<file path="config.mk">
export PLATFORM = sky130hd
export DESIGN_NAME = mc_ctrl
export DESIGN_NICKNAME = d
export VERILOG_FILES = /design/src/rtl/mc_ctrl.sv
export SDC_FILE = /design/constraint.sdc
export NUM_CORES = 1
export LEC_CHECK = 0
export ABC_AREA = 1
export ABC_CLOCK_PERIOD_IN_PS = 2700
export CAP_MARGIN = 15
export CORE_UTILIZATION = 50
export CTS_CLUSTER_DIAMETER = 80
export DETAILED_ROUTE_END_ITERATION = 16
export GPL_TIMING_DRIVEN = 0
export PLACE_DENSITY = 0.85
export SYNTH_ARGS = -nofsm -noshare
export SYNTH_HDL_FRONTEND = slang
export SYNTH_SLANG_ARGS = --single-unit
</file>
<file path="constraint.sdc">
create_clock -name Clk -period 2.7 [get_ports Clk]
set_clock_uncertainty 0.1 [all_clocks]
set_input_delay 0.81 -clock Clk [delete_from_list [all_inputs] [get_ports Clk]]
set_output_delay 0.81 -clock Clk [all_outputs]
set_load 0.1 [all_outputs]
</file>
<file path="src/rtl/mc_ctrl.sv">
// ---------------------------------------------------------------------------
// mc_ctrl -- multi-cycle MIPS-style control unit.
//
// Sequences each instruction through FETCH -> DECODE -> EXEC -> MEMACC ->
// WBACK (skipping states the opcode does not need) and drives the datapath
// control strobes combinationally from the current state and opcode.
// A counter of retired instructions advances on every PC write, which
// happens exactly once per instruction (illegal opcodes included).
//
// Ports:
//   Clk         clock, all state updates on the rising edge
//   Clrn        synchronous active-low reset
//   Op[5:0]     opcode field of the instruction register
//   Zero        ALU equality flag (used by beq/bne in EXEC)
//   imem_ready  instruction memory data valid (looked at only in FETCH)
//   dmem_ready  data memory access complete (looked at only in MEMACC)
//   PCsrc[1:0]  PC mux select: 00 PC+4, 01 branch target, 10 jump target
//   PCWrite, IRWrite, RegWrite, MemRead, MemWrite, RegDst, MemtoReg,
//   ALUSrc, Link, illegal   single-bit control strobes
//   ALUOp[1:0]  00 add, 01 sub, 10 funct-decoded
//   state[2:0]  current FSM state
//   retired     instructions completed (wraps)
// ---------------------------------------------------------------------------
module mc_ctrl #(
    parameter int COUNT_W = 32
) (
    input  logic               Clk,
    input  logic               Clrn,
    input  logic [5:0]         Op,
    input  logic               Zero,
    input  logic               imem_ready,
    input  logic               dmem_ready,
    output logic [1:0]         PCsrc,
    output logic               PCWrite,
    output logic               IRWrite,
    output logic               RegWrite,
    output logic               MemRead,
    output logic               MemWrite,
    output logic               RegDst,
    output logic               MemtoReg,
    output logic               ALUSrc,
    output logic               Link,
    output logic               illegal,
    output logic [1:0]         ALUOp,
    output logic [2:0]         state,
    output logic [COUNT_W-1:0] retired
);

    typedef enum logic [2:0] {
        S_FETCH  = 3'd0,
        S_DECODE = 3'd1,
        S_EXEC   = 3'd2,
        S_MEMACC = 3'd3,
        S_WBACK  = 3'd4
    } state_t;

    localparam logic [5:0] OP_RTYPE = 6'b000000;
    localparam logic [5:0] OP_J     = 6'b000010;
    localparam logic [5:0] OP_JAL   = 6'b000011;
    localparam logic [5:0] OP_BEQ   = 6'b000100;
    localparam logic [5:0] OP_BNE   = 6'b000101;
    localparam logic [5:0] OP_ADDI  = 6'b001000;
    localparam logic [5:0] OP_LW    = 6'b100011;
    localparam logic [5:0] OP_SW    = 6'b101011;

    state_t               state_q, state_d;
    logic [5:0]           op_q, op_d;
    logic [COUNT_W-1:0]   retired_q, retired_d;

    // Ungated decode results; forced to zero below while reset is asserted.
    logic [1:0] pc_src, alu_op;
    logic       pc_write, ir_write, reg_write, mem_read, mem_write;
    logic       reg_dst, mem_to_reg, alu_src, link, illegal_op;

    always_comb begin
        state_d    = state_q;
        op_d       = op_q;
        pc_src     = 2'b00;
        alu_op     = 2'b00;
        pc_write   = 1'b0;
        ir_write   = 1'b0;
        reg_write  = 1'b0;
        mem_read   = 1'b0;
        mem_write  = 1'b0;
        reg_dst    = 1'b0;
        mem_to_reg = 1'b0;
        alu_src    = 1'b0;
        link       = 1'b0;
        illegal_op = 1'b0;

        case (state_q)
            S_FETCH: begin
                ir_write = imem_ready;
                if (imem_ready) begin
                    state_d = S_DECODE;
                end
            end

            S_DECODE: begin
                // DECODE always exits after one cycle, so capturing here is
                // exactly the edge leaving DECODE.
                op_d = Op;
                case (Op)
                    OP_J: begin
                        pc_write = 1'b1;
                        pc_src   = 2'b10;
                        state_d  = S_FETCH;
                    end
                    OP_JAL: begin
                        pc_write  = 1'b1;
                        pc_src    = 2'b10;
                        reg_write = 1'b1;
                        link      = 1'b1;
                        state_d   = S_FETCH;
                    end
                    OP_RTYPE, OP_BEQ, OP_BNE, OP_ADDI, OP_LW, OP_SW: begin
                        state_d = S_EXEC;
                    end
                    default: begin
                        // Skip the bad word: advance PC+4 and retire it.
                        pc_write   = 1'b1;
                        illegal_op = 1'b1;
                        state_d    = S_FETCH;
                    end
                endcase
            end

            S_EXEC: begin
                case (op_q)
                    OP_RTYPE: begin
                        alu_op  = 2'b10;
                        state_d = S_WBACK;
                    end
                    OP_ADDI: begin
                        alu_src = 1'b1;
                        state_d = S_WBACK;
                    end
                    OP_LW, OP_SW: begin
                        alu_src = 1'b1;
                        state_d = S_MEMACC;
                    end
                    OP_BEQ: begin
                        alu_op   = 2'b01;
                        pc_write = 1'b1;
                        pc_src   = Zero ? 2'b01 : 2'b00;
                        state_d  = S_FETCH;
                    end
                    OP_BNE: begin
                        alu_op   = 2'b01;
                        pc_write = 1'b1;
                        pc_src   = Zero ? 2'b00 : 2'b01;
                        state_d  = S_FETCH;
                    end
                    default: state_d = S_FETCH;
                endcase
            end

            S_MEMACC: begin
                // Strobes stay asserted for the whole stall.
                case (op_q)
                    OP_LW: begin
                        mem_read = 1'b1;
                        alu_src  = 1'b1;
                        if (dmem_ready) begin
                            state_d = S_WBACK;
                        end
                    end
                    OP_SW: begin
                        mem_write = 1'b1;
                        alu_src   = 1'b1;
                        if (dmem_ready) begin
                            pc_write = 1'b1;
                            state_d  = S_FETCH;
                        end
                    end
                    default: state_d = S_FETCH;
                endcase
            end

            S_WBACK: begin
                reg_write  = 1'b1;
                pc_write   = 1'b1;
                reg_dst    = (op_q == OP_RTYPE);
                mem_to_reg = (op_q == OP_LW);
                state_d    = S_FETCH;
            end

            default: state_d = S_FETCH;
        endcase

        retired_d = retired_q + COUNT_W'(pc_write);
    end

    always_ff @(posedge Clk) begin
        if (!Clrn) begin
            state_q   <= S_FETCH;
            op_q      <= 6'b000000;
            retired_q <= '0;
        end else begin
            state_q   <= state_d;
            op_q      <= op_d;
            retired_q <= retired_d;
        end
    end

    // All strobes are held low while reset is asserted, so an in-flight
    // memory access is dropped in the same cycle.
    assign PCsrc    = Clrn ? pc_src     : 2'b00;
    assign ALUOp    = Clrn ? alu_op     : 2'b00;
    assign PCWrite  = Clrn & pc_write;
    assign IRWrite  = Clrn & ir_write;
    assign RegWrite = Clrn & reg_write;
    assign MemRead  = Clrn & mem_read;
    assign MemWrite = Clrn & mem_write;
    assign RegDst   = Clrn & reg_dst;
    assign MemtoReg = Clrn & mem_to_reg;
    assign ALUSrc   = Clrn & alu_src;
    assign Link     = Clrn & link;
    assign illegal  = Clrn & illegal_op;
    assign state    = state_q;
    assign retired  = retired_q;

endmodule
</file>
* After elaboration in Yosys (flattened, before gate mapping)
Index checks and enable logic that the tools add are counted. Widths: inputs -> output; s select.
Operators by class: add/subtract/negate cells 1, equality and inequality tests 19, muxes and demuxes 36, bitwise gates (word level) 10, reduce and logical (&&, ||, !) cells 11
Operator list (count):
- $add 32x1->32 | 1
- $eq 6x3->1 const B | 4
- $eq 6x6->1 const B | 4
- $mux 1 | 19
- $eq 6x2->1 const B | 2
- $eq 6x4->1 const B | 2
- $logic_not 6->1 | 2
- $pmux 3 s2 | 2
- $pmux 3 s4 | 1
- $and 1x1->1 | 10
- $mux 2 | 5
- $mux 3 | 3
- $pmux 2 s2 | 2
- $reduce_or 2->1 | 4
- $reduce_or 8->1 | 1
- $eq 3x2->1 const B | 2
- $ne 3x3->1 const B | 2
- $pmux 1 s2 | 3
- $reduce_or 6->1 | 1
- $pmux 1 s4 | 1
- $eq 3x1->1 const B | 1
- $eq 3x3->1 const B | 1
- $logic_not 3->1 | 1
- $reduce_and 3->1 | 1
- 2 further kinds | 2
Storage, ports and cells: flip-flop bits (word level) 41, input bits 11, word-level logic and storage cells 80

* Logic depth before layout (Yosys ltp)
depth after elaboration 5, depth in mapped cells 16, gate-level depth less buffers 16

* Worst setup path before layout
OpenSTA, ideal clock, no wires.
kind register to output, start point reg state_q[1], in the netlist state[1], end point out PCsrc[0], data arrival time 4.265 ns, required time 1.790 ns, setup slack -2.475 ns, stages on the path, launching flop included 7, cell sequence dfxtp_1 -> nand2_1 -> nor2_1 -> nand2_1 -> nor2_1 -> nand2_1 -> a21boi_1
On the way: word-level cells in the longest chain between the ends 3, elaborated cells on any way between the ends 4, classes of those cells eq/ne: 2; mux: 2
RTL lines:
- start, declared | RTL line 66 | state_t state_q, state_d;
- start signal, assigned | RTL line 200 | state_q <= state_d;
- $eq 3x2->1 or $eq 3x1->1 (tied branches) | RTL line 91 | case (state_q)
- $pmux 2 s2 * | RTL line 91
- $mux 2 * | RTL line 208 | assign PCsrc = Clrn ? pc_src : 2'b00;
- end, declared | RTL line 33 | output logic [1:0] PCsrc,
Every way passes the cells marked *; elsewhere a longest branch is shown, timed or not.

* Worst setup path in the final report
start point in Op[2], end point out PCsrc[1]
On the way: word-level cells in the longest chain between the ends 5, elaborated cells on any way between the ends 6, classes of those cells eq/ne: 2; mux: 3; reduce/logical: 1
RTL lines:
- start, declared | RTL line 29 | input logic [5:0] Op,
- $eq 6x2->1 | RTL line 103 | case (Op)
- $reduce_or 2->1 (no line) *
- $mux 2 * | RTL line 103
- $pmux 2 s2 * | RTL line 91
- $mux 2 * | RTL line 208
Marks and branches as above.

==> impl_metrics.toml <==
[sta]
fin_crit_sh_pct = 102
drv_slew = 0
finalSetupViolCount = 1
worst_pin_slew_ns = 0.979
layout_min_cycle_time_ns = 2.74
final_hold_viol_count = 0
rsz0062_at_grt = "true"
worst_slack_ns = -0.0412
fmax_mhz = 365
max_slew_margin_pct = 35.0

[logic_synthesis]
syn_area_per_cell_um2 = 6.09
synth-adder-area-share_pct = 1.02
synth_top_family_by_area = "simple AND/OR/NAND/NOR gates"
synthMuxAreaShare_pct = 0
yosysTopAreaCell = "dfxtp_1"
synth_async_sr_flop_share_pct = 0
synth_compound_area_share_pct = 9.78
yosys.area_share.simple_pct = 46.0
synthFlopType = "dfxtp_1"
synth_xor_area_share_pct = 0.713
synth.area.top_cells = "dfxtp_1 33%, nand2_1 17%, nor2_1 12%"
yosysSeqAreaShare_pct = 33.4
synth_edf_count = 0
synth.distinct_cells = 29
synth-warning-count = 0
synth_seq_cells = 41
netlist_instances = 403
synth_area_um2 = 2460
synth_most_common_cell = "nand2_1"
yosysTopAreaCellShare_pct = 33.4
synth_nets = 416
synth_common_cells = "111 x nand2_1, 76 x nor2_1, 49 x inv_1, 41 x dfxtp_1, 29 x a21oi_1"

[cts]
numCtsBuffers = 5
cts_root_buf = "clkbuf_8"
clock_latency_ns = 0.30
holdBufCountCts = 0
clk_pin_slew_ns = 0.08
cts_sinks = 41
ctsHtreeMaxLevel = 2
clockBufferDepth = 2
cts_tree = "yes"

[layout]
final_nets = 490
layout-drive-gt1-share_pct = 23.0
area_growth_syn_to_layout_pct = 47.7
antennaDiodeCount = 0

[power_and_ir_drop]
ir_drop_v = 0.000240
p_leak_nw = 1.43
power_mw = 1.35
power.density_nw_per_um2 = 371

[critical_path]
critPathSlowestCell = "or2_4"
cp.required_ns = 1.79
crit_family = "simple AND/OR/NAND/NOR gates"
cp.depth = 6
critPathKind = "primary input to output port"
crit_arrival_ns = 1.83
r2r_end = "retired[20]"
reg2reg_from = "state[2]"
path_buf_inv = 2
worst_setup_path_start_kind = "primary input"
worst-path-max-fanout = 3
crit_path_max_incr_delay_ns = 0.27
critPathCaptureType = "output port"
crit_chain = "buf_6, or2_4, nor4_4, nand2_2, nor2_4, buf_12"
ff2ff_path_depth = 16
reg2reg_slack_ns = 0.24

[worst_hold_path]
hp-class = "flop to flop"
hp-start = "retired[31]"
hold_depth = 2
hold_end = "retired[31]"

[global_routing]
grt_use_total_pct = 29.0
overflow = 0
grt_pass1_wl_um = 11900
grt_max_degree = 14
grt_pass1_vias = 2547
antenna_found_initial = 0

[detailed_routing]
antenna_left = 0
wl_um = 7790
vias = 2967
drc = 0
wl_per_cell_um = 14.3
dr.pass1.iters = 6
drt_iter0_drc = 297
via_per_inst = 5.44

[floorplanning]
fp.dieArea_um2 = 5200
rows = 25
fp.dieH_um = 72.1
core_um2 = 4720
fp.dieW_um = 72.1
start_util_pct = 52.0
ios = 60

[placement]
dpl_worst_slack_ns = -1.37
port_buffers = 58
gp_congestion = 0.942
dp.final_hpwl_um = 5300

[run_status]
failed_checks = "negative setup slack"
status = "finished with violations"

[flow_run]
drv_cap = 0
-- worst register-to-register path, delay by kind of cell (launching register included) --
| family | cells | cell delay [ns] |
|---|---|---|
| fa+ha+maj | 2 | 0.36 |
| simple gates | 10 | 1.19 |
| compound gates | 1 | 0.08 |
| flops | 1 | 0.37 |
| buf+inv | 3 | 0.32 |
-- what timing repair did --
item / 4_1_cts / 5_1_grt
endpoints found under the setup margin: 73 / 21
resized for setup: 171 / 34
endpoints found under the hold margin: 0 / 0
pin swaps: 11 / 12
setup buffers: 4 / 5
-- how the worst max path moves through the flow --
stage | start | end | slack, ns
3_5_place_dp | Op[2] | PCsrc[1] | -1.37
5_1_grt | Op[2] | PCsrc[1] | -0.07
3_3_place_gp | Op[2] | PCsrc[1] | -1.34
2_1_floorplan | Clrn | PCsrc[0] | -0.43
6_report | Op[2] | PCsrc[1] | -0.04
4_1_cts | Op[3] | PCsrc[1] | -0.09
-- stage by stage --
stage	hold WS [ns]	utilization, %	area (um2)	setup TNS [ns]	std cells
after floorplan	0.349	-	2650	-1.51	403
after global placement	0.365	70.2	3320	-26.48	528
after detailed placement	0.378	70.2	3320	-28.24	528
after CTS	0.387	73.9	3490	-0.104	540
after global routing	0.421	76.8	3630	-0.153	545
final	0.379	76.8	3630	-0.0412	545
-- registers in the layout, indices dropped and copies added, names as in the netlist --
signal and flops:
op_q 6, state 3, retired 32
-- layout by cell type, fill, tap and decap left out, types with 3 or more instances in the layout --
master,n
nand2_1,102
nor2_1,62
inv_1,46
dfxtp_1,38
dlygate4sd2_1,35
a21oi_1,29
nand3_1,23
nand2_2,17
nor2_4,15
o21ai_0,13
nor2_2,12
buf_4,11
buf_6,8
buf_12,6
nand4_1,5
nor3_4,5
clkbuf_8,5
inv_2,4
buf_2,4
nor3_1,4
nand3_2,3
buf_8,3
dfxtp_4,3
-- cells by family after synthesis --
kind of cell	after synthesis
buffers and inverters	57
xor gates and xnor gates	2
AOI/OAI and AO/OA	47
and+or+nand+nor	254
DFF	41
adders and majority gates	2
-- metal layers --
| metal | global-route usage [%] | routed length, um |
|---|---|---|
| met5 | 0 | 0 |
| met4 | 8.06 | 206 |
| met3 | 4.31 | 613 |
| met2 | 49.2 | 3820 |
| met1 | 38.4 | 3150 |
-- area by class of cell --
type / count / area [um2]
plain buffers: 6 / 56.3
repair buffers: 67 / 673
flip-flops and latches: 41 / 832
multi-input cells: 305 / 1670
inverters: 51 / 204
fillers: 366 / 1100
well taps: 67 / 83.8
clock buffers: 6 / 72.6
clock inverters: 2 / 35.0
-- power breakdown --
group	switching, mW	internal, mW	leakage [nW]
clock network	0.223	0.275	0.0552
logic	0.146	0.0730	1.05
registers	0.0144	0.615	0.334
No activity file was read; power rests on OpenSTA's default activity.
